[config.mk]
export PLATFORM = sky130hd
export DESIGN_NAME = audio_dac_serializer
export DESIGN_NICKNAME = d
export VERILOG_FILES = /design/src/rtl/audio_pkg.sv /design/src/rtl/aud_sync_edge.sv /design/src/rtl/audio_dac_serializer.sv
export SDC_FILE = /design/constraint.sdc
export NUM_CORES = 1
export LEC_CHECK = 0
export BUFFER_PORTS_ARGS = -buffer_cell sky130_fd_sc_hd__buf_2
export CAP_MARGIN = 0
export CORE_ASPECT_RATIO = 0.6
export CORE_MARGIN = 2
export CORE_UTILIZATION = 44
export CTS_CLUSTER_SIZE = 16
export DETAILED_ROUTE_END_ITERATION = 8
export HOLD_SLACK_MARGIN = 0.05
export PLACE_DENSITY = 0.72
export SLEW_MARGIN = 20
export SYNTH_ARGS = -nofsm -noshare
export SYNTH_HDL_FRONTEND = slang
export SYNTH_SLANG_ARGS = --single-unit
[constraint.sdc]
create_clock -name CLOCK_50 -period 4.4 [get_ports CLOCK_50]
set_input_delay 0.88 -clock CLOCK_50 [delete_from_list [all_inputs] [get_ports CLOCK_50]]
set_output_delay 0.88 -clock CLOCK_50 [all_outputs]
set_load 0.02 [all_outputs]
[src/rtl/audio_pkg.sv]
// Shared constants and types for the codec audio path.
// The line-in deserializer and the DAC serializer both import this package.
package audio_pkg;

   localparam int   AUD_DATA_W     = 16;
   localparam logic LRCK_LEFT      = 1'b1;
   localparam int   UNDERRUN_CNT_W = 8;

   typedef enum logic [1:0] {
      WAIT_SYNC,
      LEFT,
      RIGHT
   } dac_state_t;

endpackage

[src/rtl/aud_sync_edge.sv]
// Brings an asynchronous codec clock into CLOCK_50 and reports its edges.
// An edge on din is reported SYNC_STAGES+1 CLOCK_50 edges after it happens.
module aud_sync_edge #(
   parameter int SYNC_STAGES = 2
) (
   input  logic CLOCK_50,
   input  logic RST,
   input  logic din,
   output logic rise,
   output logic fall
);

   logic [SYNC_STAGES-1:0] sync_q;
   logic                   prev_q;

   always_ff @(posedge CLOCK_50) begin
      if (!RST) begin
         sync_q <= '0;
         prev_q <= 1'b0;
      end else begin
         sync_q <= {sync_q[SYNC_STAGES-2:0], din};
         prev_q <= sync_q[SYNC_STAGES-1];
      end
   end

   // Both terms come straight from flops, so the pulses are glitch-free.
   assign rise =  sync_q[SYNC_STAGES-1] & ~prev_q;
   assign fall = ~sync_q[SYNC_STAGES-1] &  prev_q;

endmodule

[src/rtl/audio_dac_serializer.sv]
// Left-justified DAC serializer: one-deep sample-pair buffer, MSB-first shifter
// locked to the codec BCLK/LRCK (sampled as data), and underrun reporting.
module audio_dac_serializer
   import audio_pkg::*;
#(
   parameter int DATA_W      = AUD_DATA_W,
   parameter int SYNC_STAGES = 2
) (
   input  logic                      CLOCK_50,
   input  logic                      RST,
   input  logic                      AUD_BCLK,
   input  logic                      AUD_DACLRCK,
   input  logic [DATA_W-1:0]         sample_l,
   input  logic [DATA_W-1:0]         sample_r,
   input  logic                      sample_valid,
   output logic                      sample_ready,
   output logic                      AUD_DACDAT,
   output logic                      frame_strobe,
   output logic                      underrun,
   output logic [UNDERRUN_CNT_W-1:0] underrun_cnt
);

   localparam int CNT_W = $clog2(DATA_W);

   logic bclk_rise, bclk_fall;
   logic lr_rise, lr_fall;
   logic left_edge, right_edge;
   logic accept;

   dac_state_t                state_q, state_d;
   logic [DATA_W-1:0]         hold_l_q, hold_l_d, hold_r_q, hold_r_d;
   logic                      hold_full_q, hold_full_d;
   logic [DATA_W-1:0]         active_l_q, active_l_d, active_r_q, active_r_d;
   logic [DATA_W-1:0]         shreg_q, shreg_d;
   logic [CNT_W-1:0]          bitcnt_q, bitcnt_d;
   logic                      started_q, started_d;
   logic                      dacdat_q, dacdat_d;
   logic                      strobe_q, strobe_d;
   logic                      underrun_q, underrun_d;
   logic [UNDERRUN_CNT_W-1:0] ucnt_q, ucnt_d;
   logic                      ready_q, ready_d;

   aud_sync_edge #(.SYNC_STAGES(SYNC_STAGES)) u_bclk_sync (
      .CLOCK_50 (CLOCK_50),
      .RST      (RST),
      .din      (AUD_BCLK),
      .rise     (bclk_rise),
      .fall     (bclk_fall)
   );

   aud_sync_edge #(.SYNC_STAGES(SYNC_STAGES)) u_lrck_sync (
      .CLOCK_50 (CLOCK_50),
      .RST      (RST),
      .din      (AUD_DACLRCK),
      .rise     (lr_rise),
      .fall     (lr_fall)
   );

   assign left_edge  = (LRCK_LEFT == 1'b1) ? lr_rise : lr_fall;
   assign right_edge = (LRCK_LEFT == 1'b1) ? lr_fall : lr_rise;
   assign accept     = sample_valid & ready_q;

   always_comb begin
      // NOTE: every combinational output gets a default first so no latch is inferred.
      state_d     = state_q;
      hold_l_d    = hold_l_q;
      hold_r_d    = hold_r_q;
      hold_full_d = hold_full_q;
      active_l_d  = active_l_q;
      active_r_d  = active_r_q;
      shreg_d     = shreg_q;
      bitcnt_d    = bitcnt_q;
      started_d   = started_q;
      strobe_d    = 1'b0;
      underrun_d  = 1'b0;
      ucnt_d      = ucnt_q;

      // NOTE: an LRCK edge takes priority; a BCLK fall in the same cycle is not a shift.
      if (left_edge) begin
         bitcnt_d = '0;
         if (state_q == LEFT) begin
            shreg_d = active_l_q;
         end else begin
            strobe_d  = 1'b1;
            state_d   = LEFT;
            started_d = 1'b1;
            if (hold_full_q) begin
               active_l_d  = hold_l_q;
               active_r_d  = hold_r_q;
               shreg_d     = hold_l_q;
               hold_full_d = 1'b0;
            end else if (started_q) begin
               shreg_d    = active_l_q;
               underrun_d = 1'b1;
               if (ucnt_q != '1) ucnt_d = ucnt_q + 1'b1;
            end else begin
               shreg_d = '0;
            end
         end
      end else if (right_edge && state_q != WAIT_SYNC) begin
         shreg_d  = active_r_q;
         bitcnt_d = '0;
         state_d  = RIGHT;
      end else if (bclk_fall && state_q != WAIT_SYNC) begin
         if (bitcnt_q < CNT_W'(DATA_W-1)) begin
            shreg_d  = {shreg_q[DATA_W-2:0], 1'b0};
            bitcnt_d = bitcnt_q + 1'b1;
         end else begin
            shreg_d = '0;
         end
      end

      // A pair accepted on the same cycle as a left load is kept for the next frame.
      if (accept) begin
         hold_l_d    = sample_l;
         hold_r_d    = sample_r;
         hold_full_d = 1'b1;
      end

      ready_d  = ~hold_full_d;
      dacdat_d = (state_q != WAIT_SYNC) & shreg_q[DATA_W-1];
   end

   always_ff @(posedge CLOCK_50) begin
      // NOTE: the sample buffers are plain registers, so they are cleared with the rest.
      if (!RST) begin
         state_q     <= WAIT_SYNC;
         hold_l_q    <= '0;
         hold_r_q    <= '0;
         hold_full_q <= 1'b0;
         active_l_q  <= '0;
         active_r_q  <= '0;
         shreg_q     <= '0;
         bitcnt_q    <= '0;
         started_q   <= 1'b0;
         dacdat_q    <= 1'b0;
         strobe_q    <= 1'b0;
         underrun_q  <= 1'b0;
         ucnt_q      <= '0;
         ready_q     <= 1'b0;
      end else begin
         state_q     <= state_d;
         hold_l_q    <= hold_l_d;
         hold_r_q    <= hold_r_d;
         hold_full_q <= hold_full_d;
         active_l_q  <= active_l_d;
         active_r_q  <= active_r_d;
         shreg_q     <= shreg_d;
         bitcnt_q    <= bitcnt_d;
         started_q   <= started_d;
         dacdat_q    <= dacdat_d;
         strobe_q    <= strobe_d;
         underrun_q  <= underrun_d;
         ucnt_q      <= ucnt_d;
         ready_q     <= ready_d;
      end
   end

   assign sample_ready = ready_q;
   assign AUD_DACDAT   = dacdat_q;
   assign frame_strobe = strobe_q;
   assign underrun     = underrun_q;
   assign underrun_cnt = ucnt_q;

   // bclk_rise is available for a future rising-edge format; keep it observed.
   logic unused_ok;
   assign unused_ok = bclk_rise;

endmodule

Word-level counts from Yosys, hierarchy flattened
Cells that the tools add are included.

storage, ports and cells
  bits in latches = 0
  ROM bits = 0
  word-level logic and storage cells = 65
  memory bits (writable) = 0
  memories = 0
  input port bits = 37
  register bits = 106
  output and inout bits = 12

operators by class
  $mul = 0
  eq/ne operators = 3
  divide/modulo/power cells = 0
  add/subtract/negate cells = 2
  reductions and logical operators = 13
  shifts and indexed selects = 0
  bitwise logic cells = 13
  multiplexer cells = 15
  order comparisons = 1

operators with widths
  kind                 count
  $mux 16              7
  $add 8x1->8 const B  1
  $ne 8x8->1 const B   1
  $not 1->1            8
  $reduce_and 2->1     4
  $mux 2               3
  $and 1x1->1          5
  $mux 1               5
  $reduce_and 5->1     1
  $add 4x1->4 const B  1
  $lt 4x4->1 const B   1
  $reduce_bool 2->1    2
  $reduce_or 4->1      1
  $reduce_and 3->1     1
  $reduce_bool 3->1    1
  $reduce_or 3->1      1
  $eq 2x1->1 const B   1
  $logic_and 1x1->1    2
  $ne 2x2->1 const B   1

Logic depth before layout (Yosys ltp)
  depth after elaboration = 6
  gate-level depth with buffers = 7
  depth with buffers taken out = 5

Hierarchy
A second synthesis with hierarchy kept.

second synthesis, totals
  cells, all modules = 502
  area, all modules = 4152.7 um2

modules (own cells, without submodules)
  module                seq. area each (um2)  area an instance (um2)  cells each  times used
  audio_dac_serializer  2001.9                3970.1                  486         1
  aud_sync_edge         60.1                  91.3                    8           2

Worst setup path after synthesis
No wires, ideal clock.

  path type = input -> register
  from = input port sample_valid
  to = register hold_l_q[12]
  cell stages on the path = 5
  path buffers = 2
  setup time = 71 ps
  setup slack = 2714 ps
  arrival = 1616 ps
  data required time = 4329 ps
  cell sequence = and2_1 clkbuf_1 clkbuf_1 nand2_1 a21oi_1

between the ends
  cells in the longest elaborated chain, start to end = 1

ends and longest elaborated chain
  item                  line                         RTL
  from (decl)           audio_dac_serializer.sv:15   input logic sample_valid,
  $and 1x1->1           audio_dac_serializer.sv:61   assign accept = sample_valid & ready_q;
  to (signal assigned)  audio_dac_serializer.sv:143  hold_l_q <= hold_l_d;
  to (decl)             audio_dac_serializer.sv:31   logic [DATA_W-1:0] hold_l_q, hold_l_d, hold_r_q, hold_r_d;

No other way between the ends.
A chain may end at the register's enable or synchronous reset.

Worst setup path after layout
  from = input port RST
  to = register active_r_q[14]

RTL lines
  item                  line                         RTL
  from (decl)           audio_dac_serializer.sv:10   input logic RST,
  to (signal assigned)  audio_dac_serializer.sv:147  active_r_q <= active_r_d;
  to (decl)             audio_dac_serializer.sv:33   logic [DATA_W-1:0] active_l_q, active_l_d, active_r_q, active_r_d;

No word-level cell between the ends.

==> results.md <==
- Area of the core: 9155 um2
- Setup Total Neg Slack: 0 ns
- Initial antenna violation count: 0
- Clk pin slew, worst setup/hold paths: 0.07 ns
- Synth cell types: 42
- WL final: 9066 um
- Antenna fix cells: 0
- R2R Setup Slk: 2.31 ns
- Synth warn: 0
- Vias in the first global route: 3,216
- Drc violations: 0
- Worst clock skew: 0.008694 ns
- Cells after Synth: 484
- Die height: 79 um
- Dpl cells: 632
- DP Worst Slack: 1.878 ns
- Post_cts resized: 0
- Top-count cell post-synth: nand2_1
- Async SR Flop Fraction: 0
- Layout Area Growth over Synthesis: 13.50%
- Fin util: 0.5114
- Routed length per instance: 13.99 um
- Worst setup margin: 2.245 ns
- Via/cell ratio: 5.390
- Max Cap Violations: 0
- TritonCTS Buffers: 9
- GRT overflow: 0
- Crit path kind: in -> reg
- CP required: 4.63 ns
- Slew HR: 0.3047
- Die ar.: 10,190 um2
- Syn_nets: 523
- Worst-skew pair later-pin latency: 0.35 ns
- RSZ-0062 raised after global routing: no
- Static leakage: 1.663 nW
- Flop pwr share: 0.530
- Vias: 3,493
- Die X-Extent: 129.0 um
- Multi-input gate area: 1832 um2
- EDFF count, synth: 0
- Internal: 1.464 mW
- Effective utilization at floorplan: 0.4506
- Worst r2r path cells: 4
- P_sw: 0.4306 mW
- Max Fclk: 0.4640 GHz
- First-pass GRT wire length: 14,880 um
- Register area share after synthesis: 0.5144
- Non-Filler Instances: 648
- Layout cells sized above 1: 0.1506
- Clk buf depth: 2
- Worst hold path endpoint: u_bclk_sync.sync_q[1]
- Comb pwr share: 0.055
- Crit path max fanout: 64
- Post-DRT Antenna Nets: 0
- Cell area after synthesis: 4125 um2
- Worst r2r src: u_lrck_sync.sync_q[1]
- Tcrit/Tclk final: 0.4898
- Net Sw Frac: 0.2273
- Critical Path Start Type: input port
- Synth area leader: dfxtp_1
- GPL Wtd Cong: 0.7805
- Hold_sp: u_bclk_sync.sync_q[0]
- Clock sink total: 106
- Filler instances: 893
- PwrDens: 404.7 nW/um2
- Number of detailed-route iterations in the first pass: 5
- Clock network fraction of total power: 0.416
- Final nets: 552
- Hold path depth: 1
- Fin crit period: 2.155 ns
- Total power: 1.895 mW
- Post-CTS Setup Bufs: 0
- TritonCTS clock tree: yes
- Avg Cell Area, Syn: 8.523 um2
- Worst Tran Pin Value: 1.041 ns
- FP Rows: 27
- Most instantiated cells after synthesis: 145 x nand2_1, 106 x dfxtp_1, 75 x a21oi_1, 18 x clkbuf_1
- Setup violators final: 0
- I/O pin count: 49
- Worst Setup End Kind: flop
- DRC violation total after the first TritonRoute iteration: 301
- R2r endpoint: active_r_q[8]
- Final Hold Viols: 0
- Post-synthesis register bit count: 106
- Max IR drop VDD: 0.0002519 V
- Port Buf Inserts: 48
- Post-synth top area share: 0.5144
- Largest net degree at the start of global routing: 65
- Top area cells in the synthesized netlist: dfxtp_1 51%, nand2_1 13%, a21oi_1 9.1%, o31ai_1 2.7%, a222oi_1 2.7%
- Post-synth top flop: dfxtp_1
- Root Driver: clkbuf_16
- CTS Hold Bufs: 0
- Status: complete, no violations
- Final Slew Violations: 0
- Total track usage: 0.1842
- Post-DP HPWL: 6072 um
- Area taken by flip-flops and latches: 2122 um2
- Hold WC Path Type: reg -> reg
- H-tree lvl count: 3
- CP Data Arrival Time: 2.39 ns
[per-layer routing]
layer	routed length, um	GRT usage
met3	601	0.05526
met5	0	0
met4	133	0.06413
met2	4049	0.2899
met1	4282	0.2418
[placed cells by master, fill, tap and decap left out, types with 5 or more instances in the layout]
| cell | synthesis | routed |
|---|---|---|
| and2_1 | 8 | 8 |
| a22oi_1 | 6 | 6 |
| a21oi_1 | 75 | 75 |
| a222oi_1 | 11 | 11 |
| dfxtp_1 | 106 | 106 |
| nor2_1 | 15 | 15 |
| clkbuf_16 | 0 | 9 |
| a31oi_1 | 12 | 12 |
| nand3_1 | 7 | 6 |
| nand2_1 | 145 | 144 |
| o31ai_1 | 15 | 15 |
| nand2b_1 | 5 | 5 |
| buf_2 | 5 | 48 |
[power by group through the flow]
stage | Combinational (mW) | Sequential, mW | Clock, mW
global placement | 0.0997 | 1.02 | 0
detailed placement | 0.104 | 1.02 | 0
finish | 0.104 | 1.00 | 0.788
global route | 0.117 | 1.01 | 0.833
CTS | 0.104 | 1.00 | 0.797
floorplan | 0.0716 | 1.02 | 0
[sequential cells by signal, summed over array words and instances (netlist names), 4 cells and up]
name          count
active_l_q       16
bitcnt_q          4
active_r_q       16
shreg_q          16
underrun_cnt      8
hold_l_q         16
hold_r_q         16
[cells by family after synthesis]
logic type / Yosys count / synth area share
DFF: 106 / 0.5144
xor gates and xnor gates: 3 / 0.006371
and+or+nand+nor: 203 / 0.2187
muxes: 2 / 0.004853
AOI/OAI and AO/OA: 133 / 0.2062
adders and majority gates: 2 / 0.006065
buffers and inverters: 35 / 0.04337
[metrics by stage]
stage / cell area, um2 / hold slack [ns]
final: 4682 / 0.4397
after CTS: 4674 / 0.4360
after floorplan: 4125 / 0.4119
after global routing: 4682 / 0.4527
after global placement: 4372 / 0.4170
after detailed placement: 4387 / 0.4258
[worst max path at each step]
stage,to,from,cells after the start
final,active_r_q[14],RST,4
after global routing,hold_l_q[2],RST,4
after CTS,active_r_q[8],u_lrck_sync.sync_q[1],4
after detailed placement,active_r_q[14],RST,4
after global placement,hold_r_q[11],RST,4
after floorplan,hold_l_q[12],sample_valid,5
[critical path, stage by stage]
cell and delay (ns):
buf_2 0.23, inv_2 0.80, buf_4 0.37, a21oi_1 0.07
[area by class of cell]
type / instances / share of cell area
inverter: 2 / 0.001603
clock inverter: 5 / 0.01176
multi-input combinational: 343 / 0.3912
timing repair buffer: 51 / 0.05772
sequential: 106 / 0.4532
tap: 130 / 0.03474
clock buffer: 11 / 0.04971
(Power assumes the default switching activity.)
